`config.mk`:
```
export PLATFORM = sky130hd
export DESIGN_NAME = dmem_rsel
export DESIGN_NICKNAME = d
export VERILOG_FILES = /design/src/rtl/dmem_rsel.sv
export SDC_FILE = /design/constraint.sdc
export NUM_CORES = 1
export LEC_CHECK = 0
export CORE_UTILIZATION = 40
export DETAILED_ROUTE_END_ITERATION = 12
export PLACE_DENSITY = 0.67
export SLEW_MARGIN = 15
export SYNTH_ARGS = -nofsm -noshare
export SYNTH_HDL_FRONTEND = slang
export SYNTH_SLANG_ARGS = --single-unit
```
`constraint.sdc`:
```
create_clock -name clk -period 2.9 [get_ports clk]
set_clock_uncertainty 0.2 [all_clocks]
set_input_delay 0.435 -clock clk [delete_from_list [all_inputs] [get_ports clk]]
set_output_delay 0.435 -clock clk [all_outputs]
set_load 0.02 [all_outputs]
```
`src/rtl/dmem_rsel.sv`:
```
// dmem_rsel -- load-side read select for the data memory path.
//
// Registers the execute-stage load request for one cycle so the result lines
// up with the BRAM read latency, then picks DMEM, BIOS or memory-mapped IO
// data. The addressed byte or half is sign- or zero-extended. The block also
// owns the cycle and retired-instruction counters and the UART RX pop strobe.
//
// Optional build macro: DMEM_RSEL_MISALIGN_EN
//   defined   -> load_misaligned flags misaligned LH/LHU/LW alongside rvalid
//   undefined -> load_misaligned is tied low and no detection logic exists
//
// Parameters:
//   CNT_WIDTH      width of both counters (<= 32, zero-extended on read)
//   UNMAPPED_DATA  word returned for unmapped or write-only addresses
//
// Ports:
//   clk, rst_n        core clock, synchronous active-low reset
//   addr, re, funct3  execute-stage load request
//   stall             pipeline hold (stage register and retire count freeze)
//   inst_retire       one instruction retired this cycle
//   counter_reset     clears both counters on the next edge
//   dmem_dout         DMEM read data, valid the cycle after addr
//   bios_dout         BIOS read data, valid the cycle after addr
//   uart_tx_ready     UART transmitter status
//   uart_rx_valid     UART receiver holds a byte
//   uart_rx_data      received byte
//   uart_rx_ready     pop strobe to the UART receiver (issue cycle)
//   rdata, rvalid     extended load result in the writeback stage
//   load_misaligned   misalignment flag (see macro above)

module dmem_rsel #(
  parameter int          CNT_WIDTH     = 32,
  parameter logic [31:0] UNMAPPED_DATA = 32'h0000_0000
) (
  input  logic        clk,
  input  logic        rst_n,
  input  logic [31:0] addr,
  input  logic        re,
  input  logic [2:0]  funct3,
  input  logic        stall,
  input  logic        inst_retire,
  input  logic        counter_reset,
  input  logic [31:0] dmem_dout,
  input  logic [31:0] bios_dout,
  input  logic        uart_tx_ready,
  input  logic        uart_rx_valid,
  input  logic [7:0]  uart_rx_data,
  output logic        uart_rx_ready,
  output logic [31:0] rdata,
  output logic        rvalid,
  output logic        load_misaligned
);

  localparam logic [2:0] FNC_LB  = 3'b000;
  localparam logic [2:0] FNC_LH  = 3'b001;
  localparam logic [2:0] FNC_LW  = 3'b010;
  localparam logic [2:0] FNC_LBU = 3'b100;
  localparam logic [2:0] FNC_LHU = 3'b101;

  localparam logic [1:0] RG_DMEM = 2'd0;
  localparam logic [1:0] RG_BIOS = 2'd1;
  localparam logic [1:0] RG_IO   = 2'd2;
  localparam logic [1:0] RG_UNM  = 2'd3;

  localparam logic [3:0] IO_STATUS = 4'h0;
  localparam logic [3:0] IO_RXDATA = 4'h1;
  localparam logic [3:0] IO_CYCLE  = 4'h4;
  localparam logic [3:0] IO_INSTR  = 4'h5;

  // Upper offset bits inside a region do not affect selection.
  logic unused_addr_bits;
  assign unused_addr_bits = ^addr[27:6];

  logic [CNT_WIDTH-1:0] cyc_q, cyc_d;
  logic [CNT_WIDTH-1:0] ins_q, ins_d;
  logic [31:0]          cyc_rd, ins_rd;

  logic        valid_q, valid_d;
  logic [1:0]  region_q, region_d;
  logic [1:0]  a_q, a_d;
  logic [2:0]  f3_q, f3_d;
  logic [31:0] io_word_q, io_word_d;

  logic        issue;
  logic [7:0]  rx_byte;

  // ---------------- issue stage: decode and IO snapshot ----------------
  assign issue   = re & ~stall;
  assign rx_byte = uart_rx_valid ? uart_rx_data : 8'h00;

  always_comb begin
    cyc_rd = '0;
    ins_rd = '0;
    cyc_rd[CNT_WIDTH-1:0] = cyc_q;
    ins_rd[CNT_WIDTH-1:0] = ins_q;
  end

  always_comb begin
    case (addr[31:28])
      4'b0001: region_d = RG_DMEM;
      4'b0100: region_d = RG_BIOS;
      4'b1000: region_d = RG_IO;
      default: region_d = RG_UNM;
    endcase
  end

  // The IO word is captured at issue so the counters and RX byte form one
  // coherent snapshot even if the writeback cycle sees them move.
  always_comb begin
    case (addr[5:2])
      IO_STATUS: io_word_d = {30'b0, uart_rx_valid, uart_tx_ready};
      IO_RXDATA: io_word_d = {24'b0, rx_byte};
      IO_CYCLE:  io_word_d = cyc_rd;
      IO_INSTR:  io_word_d = ins_rd;
      default:   io_word_d = UNMAPPED_DATA;
    endcase
  end

  assign valid_d = re;
  assign a_d     = addr[1:0];
  assign f3_d    = funct3;

  // The pop and the byte capture happen on the same edge, so the receiver
  // is only told to advance when the stage register actually loads.
  assign uart_rx_ready = rst_n & issue & (region_d == RG_IO) &
                         (addr[5:2] == IO_RXDATA) & uart_rx_valid;

  // Clear wins over increment; the cycle counter ignores stall.
  always_comb begin
    cyc_d = cyc_q + CNT_WIDTH'(1);
    ins_d = ins_q;
    if (inst_retire && !stall) ins_d = ins_q + CNT_WIDTH'(1);
    if (counter_reset) begin
      cyc_d = '0;
      ins_d = '0;
    end
  end

  always_ff @(posedge clk) begin
    if (!rst_n) begin
      cyc_q <= '0;
      ins_q <= '0;
    end else begin
      cyc_q <= cyc_d;
      ins_q <= ins_d;
    end
  end

  // The cleared stage points at the IO word (also cleared) as an LW so the
  // combinational rdata reads zero straight out of reset.
  always_ff @(posedge clk) begin
    if (!rst_n) begin
      valid_q   <= 1'b0;
      region_q  <= RG_IO;
      a_q       <= 2'b00;
      f3_q      <= FNC_LW;
      io_word_q <= '0;
    end else if (!stall) begin
      valid_q   <= valid_d;
      region_q  <= region_d;
      a_q       <= a_d;
      f3_q      <= f3_d;
      io_word_q <= io_word_d;
    end
  end

`ifdef DMEM_RSEL_MISALIGN_EN
  logic mis_q, mis_d;

  always_comb begin
    mis_d = 1'b0;
    if (re) begin
      if ((funct3 == FNC_LH || funct3 == FNC_LHU) && addr[0]) mis_d = 1'b1;
      if (funct3 == FNC_LW && addr[1:0] != 2'b00)              mis_d = 1'b1;
    end
  end

  always_ff @(posedge clk) begin
    if (!rst_n)      mis_q <= 1'b0;
    else if (!stall) mis_q <= mis_d;
  end

  assign load_misaligned = mis_q;
`else
  assign load_misaligned = 1'b0;
`endif

  // ---------------- writeback stage: select and extend ----------------
  logic [31:0] word_sel;
  logic [7:0]  byte_sel;
  logic [15:0] half_sel;

  always_comb begin
    case (region_q)
      RG_DMEM: word_sel = dmem_dout;
      RG_BIOS: word_sel = bios_dout;
      RG_IO:   word_sel = io_word_q;
      default: word_sel = UNMAPPED_DATA;
    endcase
  end

  always_comb begin
    case (a_q)
      2'd0:    byte_sel = word_sel[7:0];
      2'd1:    byte_sel = word_sel[15:8];
      2'd2:    byte_sel = word_sel[23:16];
      default: byte_sel = word_sel[31:24];
    endcase
    half_sel = a_q[1] ? word_sel[31:16] : word_sel[15:0];
  end

  always_comb begin
    case (f3_q)
      FNC_LB:  rdata = {{24{byte_sel[7]}}, byte_sel};
      FNC_LBU: rdata = {24'b0, byte_sel};
      FNC_LH:  rdata = {{16{half_sel[15]}}, half_sel};
      FNC_LHU: rdata = {16'b0, half_sel};
      default: rdata = word_sel;
    endcase
  end

  assign rvalid = valid_q;

endmodule

```
==> Word-level counts from Yosys, hierarchy flattened <==
Cells that the tools add are included.
{ "op_classes": {"div": 0, "n_shift": 0, "n_mul": 0, "magnitude_cmp": 0, "eq_ne": 14, "bitwise": 7, "addsub": 2, "n_reduce_logical": 7, "n_mux": 7} }
{ "op_table": {"columns": ["operator", "n"], "rows": [
  ["$pmux W32 S4", 2],
  ["$pmux W32 S3", 1],
  ["$add A32 B1 Y32 const B", 2],
  ["$pmux W8 S3", 1],
  ["$mux W16", 1],
  ["$eq A4 B3 Y1 const B", 3],
  ["$eq A4 B1 Y1 const B", 2],
  ["$mux W8", 1],
  ["$eq A2 B2 Y1 const B", 3],
  ["$eq A3 B3 Y1 const B", 2],
  ["$pmux W2 S3", 1],
  ["$and A1 B1 Y1", 5],
  ["$eq A2 B1 Y1 const B", 2],
  ["$eq A4 B4 Y1 const B", 1],
  ["$logic_not A2 Y1", 2],
  ["$logic_not A4 Y1", 1],
  ["$eq A3 B1 Y1 const B", 1],
  ["$logic_not A3 Y1", 1],
  ["$not A1 Y1", 2],
  ["$reduce_or A2 Y1", 1],
  ["$logic_and A1 B1 Y1", 1],
  ["$logic_not A1 Y1", 1]
]} }
{ "word_totals": {"rom_bits": 0, "wordCells": 44, "mem_count": 0, "out_inout_bits": 35, "register_bits": 104, "ram_bits": 0, "latch_bits": 0, "in_bits": 115} }

==> Logic depth before layout (Yosys ltp) <==
{ "depth": {"ltp_word": 6, "mapped_depth": 8, "mapped_depth_nobuf": 6} }

==> Worst setup path before layout <==
OpenSTA, ideal clock, no wires.
{ "synth_timing": {"path_type": "register -> output", "startpoint": "register region_q[0]", "endpoint": "output rdata[15]", "setup_slack_ns": 0.176, "n_path_buf": 2, "stages_incl_launch_ff": 8, "t_arrival_ns": 2.089, "t_required_ns": 2.265, "path_cell_list": "dfxtp_1 > buf_6 > mux2i_1 > mux2_2 > mux4_2 > or4_1 > buf_2 > o211ai_1"} }
{ "synth_between": {"elab_chain_len": 4, "elab_cells_between_ends": 7, "classes_between": "eq/ne: 2; mux: 4; reduce/logical: 1"} }
{ "synth_rtl": {"columns": ["element", "line_no", "source"], "rows": [
  ["start, declared", "79", "logic [1:0] region_q, region_d;"],
  ["start signal, assigned", "160", "region_q <= region_d;"],
  ["$eq A2 B2 Y1 (tied with other cells)", "194", "case (region_q)"],
  ["$pmux W32 S3 (*)", "194", null],
  ["$pmux W8 S3 or $mux W16 (tied branches)", "203, 209", null],
  ["$pmux W32 S4 (*)", "213", "case (f3_q)"],
  ["end, declared", "49", "output logic [31:0] rdata,"]
]} }
Every way passes the cells marked *; elsewhere a longest branch is shown, timed or not.

==> Worst setup path after layout <==
Ends and elaborated chain as after synthesis.

==> results.sh <==
export IMPL_start_util=0.417
export IMPL_cp_slowest_stage_delay_ns=0.53
export IMPL_crit_arrival_ns=2.54
export IMPL_via_count=6057
export IMPL_overflow=0
export IMPL_setup_tns_ns=-2.54
export IMPL_slew_viol_final=0
export IMPL_synth_seq_cells=104
export IMPL_switching_share=0.246
export IMPL_crit_path_cell_trace="buf_6 > mux2i_1 > o22a_1 > mux4_2 > or4_4 > o211ai_1 > buf_4"
export IMPL_timing_rr_start="ins_q[7]"
export IMPL_layout_drive_gt1_share=0.175
export IMPL_timing_hold_ws_ns=0.262
export IMPL_critical_path_class="reg2out"
export IMPL_rows=43
export IMPL_failed_checks="setup timing"
export IMPL_timing_fmax_ghz=0.315
export IMPL_dieArea_um2=15200
export IMPL_cp_startpoint="region_q[0]"
export IMPL_core_area_um2=14100
export IMPL_yosys_warnings=0
export IMPL_cts_buffers=9
export IMPL_ff_latch_area_um2=2090
export IMPL_irDropWorstVdd_mv=0.375
export IMPL_drtPass1Iterations=7
export IMPL_multi_input_area_um2=3690
export IMPL_min_path_type="reg2reg"
export IMPL_cts_buffer_depth=2
export IMPL_placed_cell_area_um2=7630
export IMPL_ys_async_sr_fraction=0
export IMPL_setup_violations=18
export IMPL_antenna_found_initial=0
export IMPL_tightestPinTransition_ns=0.606
export IMPL_final_cells=1072
export IMPL_worstReg2RegEnd="ins_q[29]"
export IMPL_reg2reg_slack_ns=0.41
export IMPL_vias_per_cell=5.65
export IMPL_dp_hpwl_mm=15.4
export IMPL_grt_max_degree=51
export IMPL_portBuffers=126
export IMPL_ys_flop_type="dfxtp_1"
export IMPL_grt_pass1_vias=5689
export IMPL_h_tree_depth=3
export IMPL_syn_to_final_growth_pct=37.9
export IMPL_synth_cell_types=54
export IMPL_cts_tree="yes"
export IMPL_groute_usage_overall=0.261
export IMPL_drt_iter0_markers=488
export IMPL_worstHoldStart="cyc_q[0]"
export IMPL_syn_inst=736
export IMPL_synth_nets=853
export IMPL_yosys_top_cells_area="dfxtp_1, o21ai_0, nor2_1"
export IMPL_fin_crit_sh=1.09
export IMPL_drcViolationCount=0
export IMPL_synth_area_um2=5880
export IMPL_synth_edf_count=0
export IMPL_clk_latency_ns=0.35
export IMPL_final_area_um2=8110
export IMPL_clkPwrFrac=0.384
export IMPL_seq_area_frac_synth=0.354
export IMPL_routabilityCongestion=0.869
export IMPL_start_kind="flip-flop"
export IMPL_grt_pass1_wl_mm=30.3
export IMPL_period_minus_slack_ns=3.17
export IMPL_holdPathStages=1
export IMPL_finalWorstSetupSlack_ns=-0.273
export IMPL_rsz0062_at_grt="yes"
export IMPL_pwr_share_comb=0.158
export IMPL_net_switching_power_uw=777
export IMPL_dp_cells=1049
export IMPL_layout_nets=1004
export IMPL_ioPinCount=150
export IMPL_powerDensity_nw_per_um2=390
export IMPL_clkSinkCount=104
export IMPL_hold_viol_final=0
export IMPL_routed_wl_mm=20.3
export IMPL_die_h_um=123
export IMPL_drt_wirelength_per_cell_um=18.9
export IMPL_p_int_mw=2.38
export IMPL_synth_area_per_cell_um2=7.99
export IMPL_path_max_fanout=8
export IMPL_cap_violations=0
export IMPL_clockRootBuffer="clkbuf_16"
export IMPL_die_x_um=123
export IMPL_synth_largest_area_cell="dfxtp_1"
export IMPL_n_antenna_cell=0
export IMPL_p_leak_nw=2.93
export IMPL_hold_path_endpoint="cyc_q[0]"
export IMPL_critPathCaptureType="output port"
export IMPL_seqPwrFrac=0.458
export IMPL_crit_required_ns=2.27
export IMPL_relSlewSlack=0.595
export IMPL_num_fill_cells=1316
export IMPL_ant_nets=0
export IMPL_cpMaxStageDelayCell="or4_4"
export IMPL_yosysTopAreaCellShare=0.354
export IMPL_outcome="finished, violations left"
export IMPL_clk_pin_slew_ns=0.07
export IMPL_r2r_cells=5
==> registers in the layout, summed over array words and instances, names as in the netlist <==
register and flops:
f3_q 3, a_q 2, io_word_q 32, cyc_q 32, ins_q 32, rvalid 1
region_q 2
==> cells in the final DEF (no fill, tap or decap), types with 8 or more instances in the layout <==
cell and instances:
o22ai_1 12, mux2_2 8, a31oi_1 9, and2_1 33, o21ai_0 55, nand4_1 20
a21oi_1 12, nand2_1 69, buf_2 10, buf_6 9, buf_4 75, a22oi_1 36
clkbuf_16 10, o21ai_1 8, and3_1 8, and4_1 8, clkdlybuf4s50_1 89, nor3_1 10
nor2_1 82, or3_1 11, mux2i_1 25, nand3_1 20, inv_1 14, xnor2_1 22
xor2_1 31, dfxtp_1 102
==> metrics by stage <==
stage	setup WS, ns	total power, mW	util
3_5_place_dp	-0.906	1.95	0.541
6_report	-0.273	3.16	0.575
2_1_floorplan	0.176	1.69	-
3_3_place_gp	-0.862	1.95	0.541
5_1_grt	-0.340	3.28	0.575
4_1_cts	-0.275	3.16	0.569
==> critical path, delay by kind of cell, from the launching register on <==
family	cells	cell delay [ns]
mux	2	0.59
simple gates	1	0.53
flops	1	0.38
compound gates	2	0.36
buf+inv	2	0.33
==> Yosys cell counts, drive strengths merged (13+ instances only) <==
cell / count
a22oi: 39
a31oi: 13
and2: 33
clkbuf: 43
dfxtp: 104
inv: 14
mux2i: 26
nand2: 69
nand3: 20
nand4: 20
nor2: 82
o21ai: 66
xnor2: 22
xor2: 31
==> worst max path at each step <==
stage | endpoint | depth (start not counted)
final | rdata[15] | 7
after global routing | rdata[15] | 7
after CTS | rdata[15] | 7
after detailed placement | rdata[15] | 7
after global placement | rdata[15] | 7
after floorplan | rdata[15] | 7
==> power groups by stage <==
| stage | logic, mW | clock network, mW | registers, mW |
|---|---|---|---|
| 6_report | 0.498 | 1.22 | 1.45 |
| 4_1_cts | 0.484 | 1.23 | 1.45 |
| 5_1_grt | 0.530 | 1.30 | 1.45 |
| 3_5_place_dp | 0.467 | 0 | 1.48 |
| 3_3_place_gp | 0.465 | 0 | 1.48 |
| 2_1_floorplan | 0.209 | 0 | 1.48 |
==> layer usage <==
| layer | up-vias | global-route usage | routed length, um |
|---|---|---|---|
| met5 | - | 0 | 0 |
| met4 | 0 | 0.0889 | 424 |
| met3 | 29 | 0.0369 | 1380 |
| met2 | 218 | 0.432 | 9350 |
| met1 | 2854 | 0.347 | 9160 |
| li1 | 2956 | - | - |
==> kinds of logic (layout without fill, tap and decap cells) <==
group / Yosys count / after routing / synth area share
fa+ha+maj: 2 / 2 / 0.00425
flops: 104 / 104 / 0.354
compound gates: 182 / 182 / 0.202
mux: 38 / 38 / 0.0710
xor+xnor: 53 / 53 / 0.0789
other cells: 1 / 1 / 0.000638
buf+inv: 69 / 225 / 0.0464
simple gates: 287 / 287 / 0.243
==> cell type report <==
class | count | area share
Tap cell | 180 | 0.0278
Clock buffer | 11 | 0.0299
Timing Repair Buffer | 193 | 0.216
Inverter | 16 | 0.00756
Multi-Input combinational cell | 563 | 0.454
Clock inverter | 5 | 0.00694
Sequential cell | 104 | 0.258
==> what timing repair did <==
item                                    4_1_cts  5_1_grt
pin swaps                                     8        6
endpoints found under the setup margin       32       32
cloned                                        1        1
hold buffers                                  0        0
gates resized for setup                     215       17
buffers inserted                              4        4
No activity file was read; power rests on OpenSTA's default activity.
